### src/rtl/ad_emu_pkg.sv
// Shared constants and types for the serial ADC emulator.
package ad_emu_pkg;

   localparam int unsigned FRAME_BITS_DEF = 16;
   localparam int unsigned WORD_W         = 16;
   localparam int unsigned CNT_W          = 8;

   // Left-shift Fibonacci taps for x^16+x^14+x^13+x^11+1 (bits 15,13,12,10)
   localparam logic [WORD_W-1:0] LFSR_TAPS = 16'hB400;

   localparam logic [7:0] OFF_MODE     = 8'h00;
   localparam logic [7:0] OFF_CONST_LO = 8'h01;
   localparam logic [7:0] OFF_CONST_HI = 8'h02;
   localparam logic [7:0] OFF_STEP     = 8'h03;
   localparam logic [7:0] OFF_FCNT_LO  = 8'h04;
   localparam logic [7:0] OFF_FCNT_HI  = 8'h05;
   localparam logic [7:0] OFF_ACNT     = 8'h06;
   localparam logic [7:0] OFF_CTRL     = 8'h07;

   typedef enum logic [1:0] {
      MODE_CONST = 2'd0,
      MODE_RAMP  = 2'd1,
      MODE_LFSR  = 2'd2,
      MODE_ALT   = 2'd3
   } mode_e;

   typedef enum logic {
      ST_IDLE  = 1'b0,
      ST_SHIFT = 1'b1
   } state_e;

   // Programmable configuration held by the fx register block
   typedef struct packed {
      logic [1:0]        mode;
      logic [WORD_W-1:0] cval;
      logic [7:0]        step;
   } cfg_t;

   // One LFSR step: shift left, feedback is the parity of the tapped bits
   function automatic logic [WORD_W-1:0] lfsr_next(input logic [WORD_W-1:0] w);
      return {w[WORD_W-2:0], ^(w & LFSR_TAPS)};
   endfunction

endpackage

### src/rtl/ad_emu_gen.sv
// Pattern generator: constant, ramp or LFSR word, advanced once per completed frame.
module ad_emu_gen
   import ad_emu_pkg::*;
#(
   parameter logic [WORD_W-1:0] LFSR_SEED = 16'hACE1
) (
   input  logic              clk,
   input  logic              rst_n,
   input  logic [1:0]        i_mode,
   input  logic [WORD_W-1:0] i_const,
   input  logic [7:0]        i_step,
   input  logic              i_advance,
   output logic [WORD_W-1:0] o_word
);

   logic [1:0]        r_mode_q;
   logic [WORD_W-1:0] r_word;
   logic [WORD_W-1:0] w_seed;

   // A zero seed would lock the LFSR, so fall back to the built-in seed
   assign w_seed = (i_const == '0) ? LFSR_SEED : i_const;

   // Word register; reloads on entry to ramp/LFSR mode, tracks CONST otherwise
   always_ff @(posedge clk or negedge rst_n) begin
      if (!rst_n) begin
         r_mode_q <= MODE_CONST;
         r_word   <= '0;
      end else begin
         r_mode_q <= i_mode;
         case (i_mode)
            MODE_RAMP: begin
               if (r_mode_q != MODE_RAMP)
                  r_word <= i_const;
               else if (i_advance)
                  r_word <= r_word + WORD_W'(i_step);
            end
            MODE_LFSR: begin
               if (r_mode_q != MODE_LFSR)
                  r_word <= w_seed;
               else if (i_advance)
                  r_word <= lfsr_next(r_word);
            end
            default: r_word <= i_const;
         endcase
      end
   end

   assign o_word = r_word;

endmodule

### src/rtl/ad_emu.sv
// Serial ADC emulator: answers cs_n/sclk frames with generated words, fx bus slave.
module ad_emu
   import ad_emu_pkg::*;
#(
   parameter int unsigned       FRAME_BITS = FRAME_BITS_DEF,
   parameter logic [WORD_W-1:0] LFSR_SEED  = 16'hACE1
) (
   input  logic        clk_sys,
   input  logic        rst_n,
   input  logic        cs_n,
   input  logic        sclk,
   output logic        sdata,
   output logic [15:0] tx_data,
   output logic        tx_vld,
   input  logic [21:0] fx_waddr,
   input  logic        fx_wr,
   input  logic [7:0]  fx_data,
   input  logic        fx_rd,
   input  logic [21:0] fx_raddr,
   output logic [7:0]  fx_q,
   input  logic [5:0]  dev_id
);

   logic [1:0]        r_cs_sync;
   logic [1:0]        r_sclk_sync;
   logic              r_cs_d;
   logic              r_sclk_d;
   logic              w_cs_fall;
   logic              w_cs_rise;
   logic              w_sclk_fall;
   logic              w_sclk_rise;

   state_e            r_state;
   state_e            w_state_nxt;
   logic              w_load;
   logic              w_shift;
   logic              w_count;
   logic              w_clear;
   logic              w_done;
   logic              w_abort;

   logic [WORD_W-1:0] r_shift;
   logic [WORD_W-1:0] r_sent;
   logic [CNT_W-1:0]  r_bit_cnt;
   logic [WORD_W-1:0] r_tx_data;
   logic              r_tx_vld;

   cfg_t              r_cfg;
   logic [15:0]       r_frame_cnt;
   logic [7:0]        r_abort_cnt;
   logic [7:0]        r_fx_q;
   logic [7:0]        w_rdata;
   logic              w_wsel;
   logic              w_rsel;
   logic              w_cnt_clr;
   logic [WORD_W-1:0] w_word;

   // Two-flop synchronisers plus one delay flop for edge detection
   always_ff @(posedge clk_sys or negedge rst_n) begin
      if (!rst_n) begin
         r_cs_sync   <= 2'b11;
         r_cs_d      <= 1'b1;
         r_sclk_sync <= 2'b00;
         r_sclk_d    <= 1'b0;
      end else begin
         r_cs_sync   <= {r_cs_sync[0], cs_n};
         r_cs_d      <= r_cs_sync[1];
         r_sclk_sync <= {r_sclk_sync[0], sclk};
         r_sclk_d    <= r_sclk_sync[1];
      end
   end

   assign w_cs_fall   =  r_cs_d   & ~r_cs_sync[1];
   assign w_cs_rise   = ~r_cs_d   &  r_cs_sync[1];
   assign w_sclk_fall =  r_sclk_d & ~r_sclk_sync[1];
   assign w_sclk_rise = ~r_sclk_d &  r_sclk_sync[1];

   // FSM state register
   always_ff @(posedge clk_sys or negedge rst_n) begin
      if (!rst_n) r_state <= ST_IDLE;
      else        r_state <= w_state_nxt;
   end

   // Next state and datapath controls; a cs_n edge overrides any sclk edge
   always_comb begin
      w_state_nxt = r_state;
      w_load      = 1'b0;
      w_shift     = 1'b0;
      w_count     = 1'b0;
      w_clear     = 1'b0;
      w_done      = 1'b0;
      w_abort     = 1'b0;
      case (r_state)
         ST_IDLE: begin
            if (w_cs_fall) begin
               w_load      = 1'b1;
               w_state_nxt = ST_SHIFT;
            end
         end
         ST_SHIFT: begin
            if (w_cs_rise) begin
               w_clear     = 1'b1;
               w_state_nxt = ST_IDLE;
               if (r_bit_cnt >= CNT_W'(FRAME_BITS)) w_done  = 1'b1;
               else                                  w_abort = 1'b1;
            end else begin
               w_count = w_sclk_rise;
               w_shift = w_sclk_fall;
            end
         end
         default: w_state_nxt = ST_IDLE;
      endcase
   end

   // Shift register and rising-edge counter; zeros fill in past the word
   always_ff @(posedge clk_sys or negedge rst_n) begin
      if (!rst_n) begin
         r_shift   <= '0;
         r_sent    <= '0;
         r_bit_cnt <= '0;
      end else if (w_load) begin
         r_shift   <= w_word;
         r_sent    <= w_word;
         r_bit_cnt <= '0;
      end else if (w_clear) begin
         r_shift   <= '0;
         r_bit_cnt <= '0;
      end else begin
         if (w_shift)
            r_shift <= {r_shift[WORD_W-2:0], 1'b0};
         if (w_count && (r_bit_cnt != '1))
            r_bit_cnt <= r_bit_cnt + CNT_W'(1);
      end
   end

   assign sdata = r_shift[WORD_W-1];

   // Scoreboard tap: word of the last completed frame
   always_ff @(posedge clk_sys or negedge rst_n) begin
      if (!rst_n) begin
         r_tx_data <= '0;
         r_tx_vld  <= 1'b0;
      end else begin
         r_tx_vld <= w_done;
         if (w_done) r_tx_data <= r_sent;
      end
   end

   assign tx_data = r_tx_data;
   assign tx_vld  = r_tx_vld;

   ad_emu_gen #(
      .LFSR_SEED (LFSR_SEED)
   ) u_gen (
      .clk       (clk_sys),
      .rst_n     (rst_n),
      .i_mode    (r_cfg.mode),
      .i_const   (r_cfg.cval),
      .i_step    (r_cfg.step),
      .i_advance (w_done),
      .o_word    (w_word)
   );

   assign w_wsel    = fx_wr && (fx_waddr[21:16] == dev_id) && (fx_waddr[15:8] == 8'h00);
   assign w_rsel    = fx_rd && (fx_raddr[21:16] == dev_id) && (fx_raddr[15:8] == 8'h00);
   assign w_cnt_clr = w_wsel && (fx_waddr[7:0] == OFF_CTRL) && fx_data[0];

   // Writable configuration registers
   always_ff @(posedge clk_sys or negedge rst_n) begin
      if (!rst_n) begin
         r_cfg.mode <= MODE_CONST;
         r_cfg.cval <= '0;
         r_cfg.step <= 8'd1;
      end else if (w_wsel) begin
         case (fx_waddr[7:0])
            OFF_MODE:     r_cfg.mode       <= fx_data[1:0];
            OFF_CONST_LO: r_cfg.cval[7:0]  <= fx_data;
            OFF_CONST_HI: r_cfg.cval[15:8] <= fx_data;
            OFF_STEP:     r_cfg.step       <= fx_data;
            default: ;
         endcase
      end
   end

   // Frame and abort counters; a clear beats a coincident increment
   always_ff @(posedge clk_sys or negedge rst_n) begin
      if (!rst_n) begin
         r_frame_cnt <= '0;
         r_abort_cnt <= '0;
      end else if (w_cnt_clr) begin
         r_frame_cnt <= '0;
         r_abort_cnt <= '0;
      end else begin
         if (w_done)
            r_frame_cnt <= r_frame_cnt + 16'd1;
         if (w_abort && (r_abort_cnt != 8'hFF))
            r_abort_cnt <= r_abort_cnt + 8'd1;
      end
   end

   // Read mux; unmapped offsets return zero
   always_comb begin
      w_rdata = 8'h00;
      case (fx_raddr[7:0])
         OFF_MODE:     w_rdata = {6'd0, r_cfg.mode};
         OFF_CONST_LO: w_rdata = r_cfg.cval[7:0];
         OFF_CONST_HI: w_rdata = r_cfg.cval[15:8];
         OFF_STEP:     w_rdata = r_cfg.step;
         OFF_FCNT_LO:  w_rdata = r_frame_cnt[7:0];
         OFF_FCNT_HI:  w_rdata = r_frame_cnt[15:8];
         OFF_ACNT:     w_rdata = r_abort_cnt;
         default:      w_rdata = 8'h00;
      endcase
   end

   // Registered read data, zero whenever not selected so buses can OR-merge
   always_ff @(posedge clk_sys or negedge rst_n) begin
      if (!rst_n) r_fx_q <= 8'h00;
      else        r_fx_q <= w_rsel ? w_rdata : 8'h00;
   end

   assign fx_q = r_fx_q;

endmodule

### config.mk
export PLATFORM = sky130hd
export DESIGN_NAME = ad_emu
export DESIGN_NICKNAME = d
export VERILOG_FILES = /design/src/rtl/ad_emu_pkg.sv /design/src/rtl/ad_emu_gen.sv /design/src/rtl/ad_emu.sv
export SDC_FILE = /design/constraint.sdc
export NUM_CORES = 1
export LEC_CHECK = 0
export CAP_MARGIN = 30
export CORE_AREA = 3 3 166 168
export CTS_CLUSTER_DIAMETER = 40
export CTS_CLUSTER_SIZE = 40
export DETAILED_ROUTE_END_ITERATION = 10
export DIE_AREA = 0 0 169 171
export PLACE_DENSITY = 0.56
export SYNTH_ARGS = -nofsm -noshare
export SYNTH_HDL_FRONTEND = slang
export SYNTH_SLANG_ARGS = --single-unit
### constraint.sdc
create_clock -name clk_sys -period 2.3 [get_ports clk_sys]
set_input_delay 0.23 -clock clk_sys [delete_from_list [all_inputs] [get_ports clk_sys]]
set_output_delay 0.23 -clock clk_sys [all_outputs]
set_load 0.01 [all_outputs]
# Yosys cells after proc, flatten, opt, wreduce, memory -nomap -nowiden

Index checks and enable logic that the tools add are counted.

$add $sub $neg: 4
Reduce and logical (&&, ||, !) cells: 23
Mux-type cells: 34
Equality and inequality tests: 20
Order comparisons: 1
Bitwise operators: 9

Operator list:

| kind                                                 | number |
|---|---|
| two-way mux 16 bit                                   | 10 |
| case mux 8 bit (7 select lines)                      | 1 |
| two-way mux 8 bit                                    | 6 |
| equality test 8 x 2 -> 1 bit (second input constant) | 4 |
| equality test 8 x 3 -> 1 bit (second input constant) | 4 |
| logical NOT 8 bit                                    | 4 |
| case mux 16 bit (2 select lines)                     | 1 |
| adder 16 x 1 -> 16 bit (second input constant)       | 1 |
| adder 16 x 8 -> 16 bit                               | 1 |
| adder 8 x 1 -> 8 bit (second input constant)         | 2 |
| equality test 8 x 1 -> 1 bit (second input constant) | 2 |
| logical NOT 16 bit                                   | 1 |
| != test 8 bit (second input constant)                | 2 |
| parity 16 bit                                        | 1 |
| two-way mux 1 bit                                    | 15 |
| equality test 6 bit                                  | 2 |
| AND reduction 2 bit                                  | 5 |
| >= comparator 8 x 5 -> 1 bit (second input constant) | 1 |
| logical AND 1 bit                                    | 8 |
| != test 3 x 2 -> 1 bit (second input constant)       | 2 |
| nonzero test 3 bit                                   | 2 |
| NOT 1 bit                                            | 5 |
| AND 1 bit                                            | 4 |
| nonzero test 2 bit                                   | 2 |
| 5 further kinds                                      | 5 |

Input port bits: 64
Flip-flop bits (word level): 140
Logic and storage cells: 110
Output and inout port bits: 26

# Logic depth before layout (Yosys ltp)

Depth after elaboration: 8
Mapped depth: 10
Gate-level depth less buffers: 9

# Hierarchy

Synthesis repeated with hierarchy kept, for this count alone.

Cell total of the unflattened synthesis: 781
Area, all modules: 7636.1 um2

By module, submodules not included:

| module     | area each (um2) | cells each | times used | seq. area each (um2) |
|---|---|---|---|---|
| ad_emu     | 5784.3          | 539        | 1          | 3057.9 |
| ad_emu_gen | 1851.8          | 242        | 1          | 450.4 |

# Worst setup path before layout

OpenSTA, ideal clock, no wires.

Path kind: register -> register
From: register r_cfg[0] (netlist name)
To: register u_gen.r_word[14] (netlist: u_gen.o_word[14])
Path buffers: 0
Data arrival time: 2.101 ns
Library setup time: 0.134 ns
Path slack: 0.065 ns
Required time: 2.166 ns
Clock period less this slack: 2.235 ns
Stages on the path, launching flop included: 10
Path through: dfstp_2 ha_1 inv_1 fa_1 nor2b_1 o31ai_1 a211oi_1 a211oi_1 o21ai_0 o31ai_1

Cells in the longest elaborated chain, start to end: 4

RTL lines:

| element                          | RTL line         | RTL |
|---|---|---|
| from (decl)                      | ad_emu.sv:48     | `cfg_t r_cfg;` |
| adder 16 x 8 -> 16 bit           | ad_emu_gen.sv:35 | `r_word <= r_word + WORD_W'(i_step);` |
| two-way mux 16 bit               | ad_emu_gen.sv:34 | `else if (i_advance)` |
| two-way mux 16 bit               | ad_emu_gen.sv:32 | `if (r_mode_q != MODE_RAMP)` |
| case mux 16 bit (2 select lines) | ad_emu_gen.sv:30 | `case (i_mode)` |
| to (signal assigned)             | ad_emu_gen.sv:33 | `r_word <= i_const;` |
| to (signal assigned)             | ad_emu_gen.sv:35 |  |
| to (signal assigned)             | ad_emu_gen.sv:39 | `r_word <= w_seed;` |
| to (decl)                        | ad_emu_gen.sv:17 | `logic [WORD_W-1:0] r_word;` |

No other way between the ends. The select of a mux whose other input is x is not followed.
A chain may end at the register's enable or synchronous reset.

# Worst setup path after layout

From: register r_cfg[0] (netlist name)
To: register u_gen.r_word[4] (netlist: u_gen.o_word[4])

The elaborated chain is that of the path after synthesis.

==> flow_summary.html <==
<table>
<tr><th>Metric</th><th>Value</th></tr>
<tr><th colspan="2">Status</th></tr>
<tr><td>Run status</td><td>finished, final reports clean</td></tr>
<tr><th colspan="2">Setup path</th></tr>
<tr><td>Worst EP arrival</td><td>2.59 ns</td></tr>
<tr><td>Critical path launch point</td><td>r_cfg[0]</td></tr>
<tr><td>Critical path type</td><td>reg -&gt; reg</td></tr>
<tr><td>Critical-path maximum fanout</td><td>2</td></tr>
<tr><td>Reg-to-reg setup timing slack</td><td>0.04 ns</td></tr>
<tr><td>FF-to-FF Start</td><td>r_cfg[0]</td></tr>
<tr><td>Critical path capture point type</td><td>flop</td></tr>
<tr><td>Required time of the critical path</td><td>2.62 ns</td></tr>
<tr><td>Startpoint Class</td><td>flop</td></tr>
<tr><th colspan="2">Synth</th></tr>
<tr><td>Share of the synthesized area in the top cell type</td><td>46.4%</td></tr>
<tr><td>Syn_area_per_cell</td><td>9.51 µm²</td></tr>
<tr><td>Top FF cell, synth</td><td>sky130_fd_sc_hd__dfrtp_1</td></tr>
<tr><td>Largest area contributor in the synthesized netlist</td><td>sky130_fd_sc_hd__dfrtp_1</td></tr>
<tr><td>Post-synth net total</td><td>851</td></tr>
<tr><td>Cell area after synthesis</td><td>7330 µm²</td></tr>
<tr><td>Sequential element share of the synthesized area</td><td>47.8%</td></tr>
<tr><td>Number of standard cells after synthesis</td><td>771</td></tr>
<tr><td>Most frequent cell after synthesis</td><td>sky130_fd_sc_hd__nand2_1</td></tr>
<tr><td>Commonest cells in the synthesized netlist</td><td>sky130_fd_sc_hd__nand2_1, sky130_fd_sc_hd__dfrtp_1, sky130_fd_sc_hd__nor2_1</td></tr>
<tr><td>Number of unique standard cell types used by synthesis</td><td>71</td></tr>
<tr><td>Number of flops mapped to enable cells by yosys</td><td>0</td></tr>
<tr><td>Dominant cells by area after synthesis</td><td>sky130_fd_sc_hd__dfrtp_1, sky130_fd_sc_hd__nand2_1, sky130_fd_sc_hd__mux2_2</td></tr>
<tr><td>Async S/R FF share, synth</td><td>100%</td></tr>
<tr><td>Flop and latch count out of synthesis</td><td>140</td></tr>
<tr><td>Total of warnings raised by yosys</td><td>0</td></tr>
<tr><th colspan="2">Routing</th></tr>
<tr><td>Total number of vias</td><td>6222</td></tr>
<tr><td>Post-DR wirelength/cell</td><td>15.9 µm</td></tr>
<tr><td>Ratio of routed vias to standard cells</td><td>4.89</td></tr>
<tr><td>First-pass detailed-route iteration total</td><td>5</td></tr>
<tr><td>Aggregate routed wire length</td><td>20200 µm</td></tr>
<tr><td>DRT iter0 DRCs</td><td>530</td></tr>
<tr><td>Remaining routing DRC violations</td><td>0</td></tr>
<tr><td>Antenna violation net count after detailed routing</td><td>0</td></tr>
<tr><th colspan="2">Power and ir drop</th></tr>
<tr><td>Peak supply drop</td><td>0.000479 V</td></tr>
<tr><td>Leakage</td><td>4.35 nW</td></tr>
<tr><td>Pwr per Cell Area</td><td>654 nW/µm²</td></tr>
<tr><th colspan="2">Floorplanning</th></tr>
<tr><td>Starting density of the core</td><td>28.1%</td></tr>
<tr><td>Horizontal die dimension</td><td>169 µm</td></tr>
<tr><td>Number of rows in the core area</td><td>59</td></tr>
<tr><td>Die footprint</td><td>28900 µm²</td></tr>
<tr><td>Die boundary height</td><td>171 µm</td></tr>
<tr><td>Count of pins on the block boundary</td><td>90</td></tr>
<tr><td>Core footprint</td><td>26100 µm²</td></tr>
<tr><th colspan="2">Clocking</th></tr>
<tr><td>Clock-pin transition on the worst setup and hold timing paths</td><td>0.06 ns</td></tr>
<tr><td>Sink count of the clock tree</td><td>140</td></tr>
<tr><td>Clock root buffer</td><td>sky130_fd_sc_hd__clkbuf_16</td></tr>
<tr><td>Setup Fix Bufs, Post-CTS</td><td>0</td></tr>
<tr><td>CTS tree</td><td>built</td></tr>
<tr><td>Maximum root-to-sink buffer count</td><td>2</td></tr>
<tr><td>Number of H-tree levels</td><td>4</td></tr>
<tr><td>Clock network latency to the later pin of the worst-skew pair</td><td>0.43 ns</td></tr>
<tr><td>TritonCTS buffer count</td><td>17</td></tr>
<tr><th colspan="2">Global route</th></tr>
<tr><td>Pin count of the biggest net entering global routing</td><td>50</td></tr>
<tr><td>Overall fraction of global-route tracks in use</td><td>14.3%</td></tr>
<tr><td>Via count of the first global-routing pass</td><td>6155</td></tr>
<tr><td>Number of antenna violations at the first check in global routing</td><td>0</td></tr>
<tr><td>Global-route wire length before repair</td><td>32800 µm</td></tr>
<tr><td>Grt total ovfl</td><td>0</td></tr>
<tr><th colspan="2">Finish</th></tr>
<tr><td>Synth-to-layout area growth</td><td>34.0%</td></tr>
<tr><td>Total of fill cells in the finished design</td><td>2622</td></tr>
<tr><td>Share of final-layout standard cells stronger than drive strength 1</td><td>17.6%</td></tr>
<tr><td>Core Util, Final</td><td>37.7%</td></tr>
<tr><td>Total Nets Final</td><td>1005</td></tr>
<tr><td>Number of inserted diodes</td><td>0</td></tr>
<tr><td>Post-layout instance count excluding filler cells</td><td>1273</td></tr>
<tr><th colspan="2">Placement</th></tr>
<tr><td>HPWL Detailed</td><td>15200 µm</td></tr>
<tr><td>Global placer's final weighted congestion</td><td>0.908</td></tr>
<tr><td>Number of instances in the placed design</td><td>1240</td></tr>
<tr><td>Input/output buffers</td><td>89</td></tr>
<tr><th colspan="2">STA</th></tr>
<tr><td>Setup repair after global routing missed its margin</td><td>yes</td></tr>
<tr><td>Fmax</td><td>0.442 GHz</td></tr>
<tr><td>Tcrit/Tclk final</td><td>98.4%</td></tr>
<tr><td>Final Max Slew Viols</td><td>0</td></tr>
<tr><td>Relative slew slack</td><td>62.1%</td></tr>
<tr><td>Final critical-path required period</td><td>2.26 ns</td></tr>
<tr><td>Setup-violating endpoint count in the final report</td><td>0</td></tr>
<tr><td>Post-Route Skew</td><td>0.0114 ns</td></tr>
<tr><td>Final hold vios</td><td>0</td></tr>
<tr><td>Slew at the pin with the worst max-slew slack</td><td>0.565 ns</td></tr>
<tr><th colspan="2">Hold path</th></tr>
<tr><td>Hold wc startpoint</td><td>cs_n</td></tr>
<tr><td>Hold Crit Class</td><td>in -&gt; reg</td></tr>
<tr><th colspan="2">Flow run</th></tr>
<tr><td>Max-cap violations</td><td>0</td></tr>
</table>
[layout make-up]
cell class | instances | area, µm² | area share (%)
clock buffers | 17 | 425 | 4.33
well taps | 335 | 419 | 4.27
inverters | 16 | 60.1 | 0.611
repair buffers | 165 | 1500 | 15.3
flip-flops and latches | 140 | 3510 | 35.7
multi-input cells | 585 | 3700 | 37.6
clock inverters | 15 | 210 | 2.14
[report_power, final]
group	leakage [nW]	internal, mW	total (mW)	switching [mW]
sequential	1.78	2.63	2.79	0.158
combinational	2.25	0.329	0.651	0.322
clock	0.311	1.84	2.98	1.14
total	4.35	4.80	6.42	1.62
[metrics by stage]
step / power (mW) / hold slack, ns / area, µm² / setup TNS, ns / setup slack (ns)
2_1_floorplan: 3.15 / -0.0656 / 7330 / 0 / 0.0650
4_1_cts: 6.50 / 0.210 / 9780 / 0 / 0.00861
5_1_grt: 6.73 / 0.203 / 9820 / -0.127 / -0.0442
3_3_place_gp: 3.48 / 0.207 / 9130 / -5.14 / -0.233
3_5_place_dp: 3.49 / 0.207 / 9130 / -5.86 / -0.218
6_report: 6.42 / 0.225 / 9820 / 0 / 0.0368
[critical path, cell delays in order (launching register included)]
cell	delay (ns)
sky130_fd_sc_hd__dfstp_2	0.57
sky130_fd_sc_hd__ha_4	0.14
sky130_fd_sc_hd__inv_1	0.05
sky130_fd_sc_hd__fa_2	0.41
sky130_fd_sc_hd__nor2b_4	0.13
sky130_fd_sc_hd__buf_4	0.12
sky130_fd_sc_hd__o21a_1	0.12
sky130_fd_sc_hd__or3_1	0.11
sky130_fd_sc_hd__a32oi_1	0.11
sky130_fd_sc_hd__a211o_1	0.31
sky130_fd_sc_hd__o311ai_1	0.08
[cell families (layout without fill, tap and decap cells)]
| kind of cell | count (synthesis) | in the layout | synth area share (%) |
|---|---|---|---|
| multiplexers | 46 | 46 | 7.18 |
| AND/OR/NAND/NOR | 324 | 324 | 20.3 |
| XOR/XNOR | 42 | 42 | 5.20 |
| flip-flops | 140 | 140 | 47.8 |
| adder cells (fa/ha/maj) | 17 | 17 | 2.97 |
| AO/OA/AOI/OAI | 156 | 156 | 14.1 |
| buffers and inverters | 46 | 213 | 2.41 |
[placed cells by master, fill, tap and decap left out, types with 13 or more instances in the layout]
| cell | count |
|---|---|
| sky130_fd_sc_hd__buf_4 | 72 |
| sky130_fd_sc_hd__o21ai_0 | 36 |
| sky130_fd_sc_hd__nand2_1 | 143 |
| sky130_fd_sc_hd__clkdlybuf4s50_1 | 88 |
| sky130_fd_sc_hd__nand3_1 | 13 |
| sky130_fd_sc_hd__a21oi_1 | 33 |
| sky130_fd_sc_hd__ha_1 | 14 |
| sky130_fd_sc_hd__clkbuf_16 | 17 |
| sky130_fd_sc_hd__nor2_1 | 75 |
| sky130_fd_sc_hd__a31oi_1 | 14 |
| sky130_fd_sc_hd__xor2_1 | 27 |
| sky130_fd_sc_hd__inv_1 | 16 |
| sky130_fd_sc_hd__dfrtp_1 | 136 |
| sky130_fd_sc_hd__nand4_1 | 15 |
| sky130_fd_sc_hd__xnor2_1 | 14 |
| sky130_fd_sc_hd__mux2_2 | 32 |
| sky130_fd_sc_hd__a22oi_1 | 15 |
[path summary, 6_finish.rpt]
check	end	depth (start not counted)
worst max-delay path	u_gen.o_word[4]	10
worst min-delay path	r_cs_sync[0]	1
worst max register to register	u_gen.o_word[4]	10
worst min register to register	r_sclk_sync[1]	0
max in group asynchronous	r_cfg[0]	3
min in group asynchronous	tx_data[14]	2
[timing repair]
item | 4_1_cts | 5_1_grt
gates resized for setup | 2 | 13
hold endpoints to repair | 44 | 0
hold buffers | 1 | 0
pin swaps | 0 | 4
endpoints found under the setup margin | 3 | 7
[registers in the layout, summed over array words and instances (netlist names), 2 cells and up]
register        flops
r_cfg              26
r_frame_cnt        16
r_sent             16
r_shift            16
tx_data            16
u_gen.o_word       16
fx_q                8
r_abort_cnt         8
r_bit_cnt           8
r_cs_sync           2
r_sclk_sync         2
u_gen.r_mode_q      2
[routing by layer]
metal  global-route usage (%)  routed length [µm]  vias to the layer above
met5                        0                   0                        -
met4                     3.99                 242                        0
met3                     3.67                1220                       16
met2                     22.0                8970                      179
met1                     20.1                9810                     2973
li1                         -                   -                     3054
(Power assumes the default switching activity.)
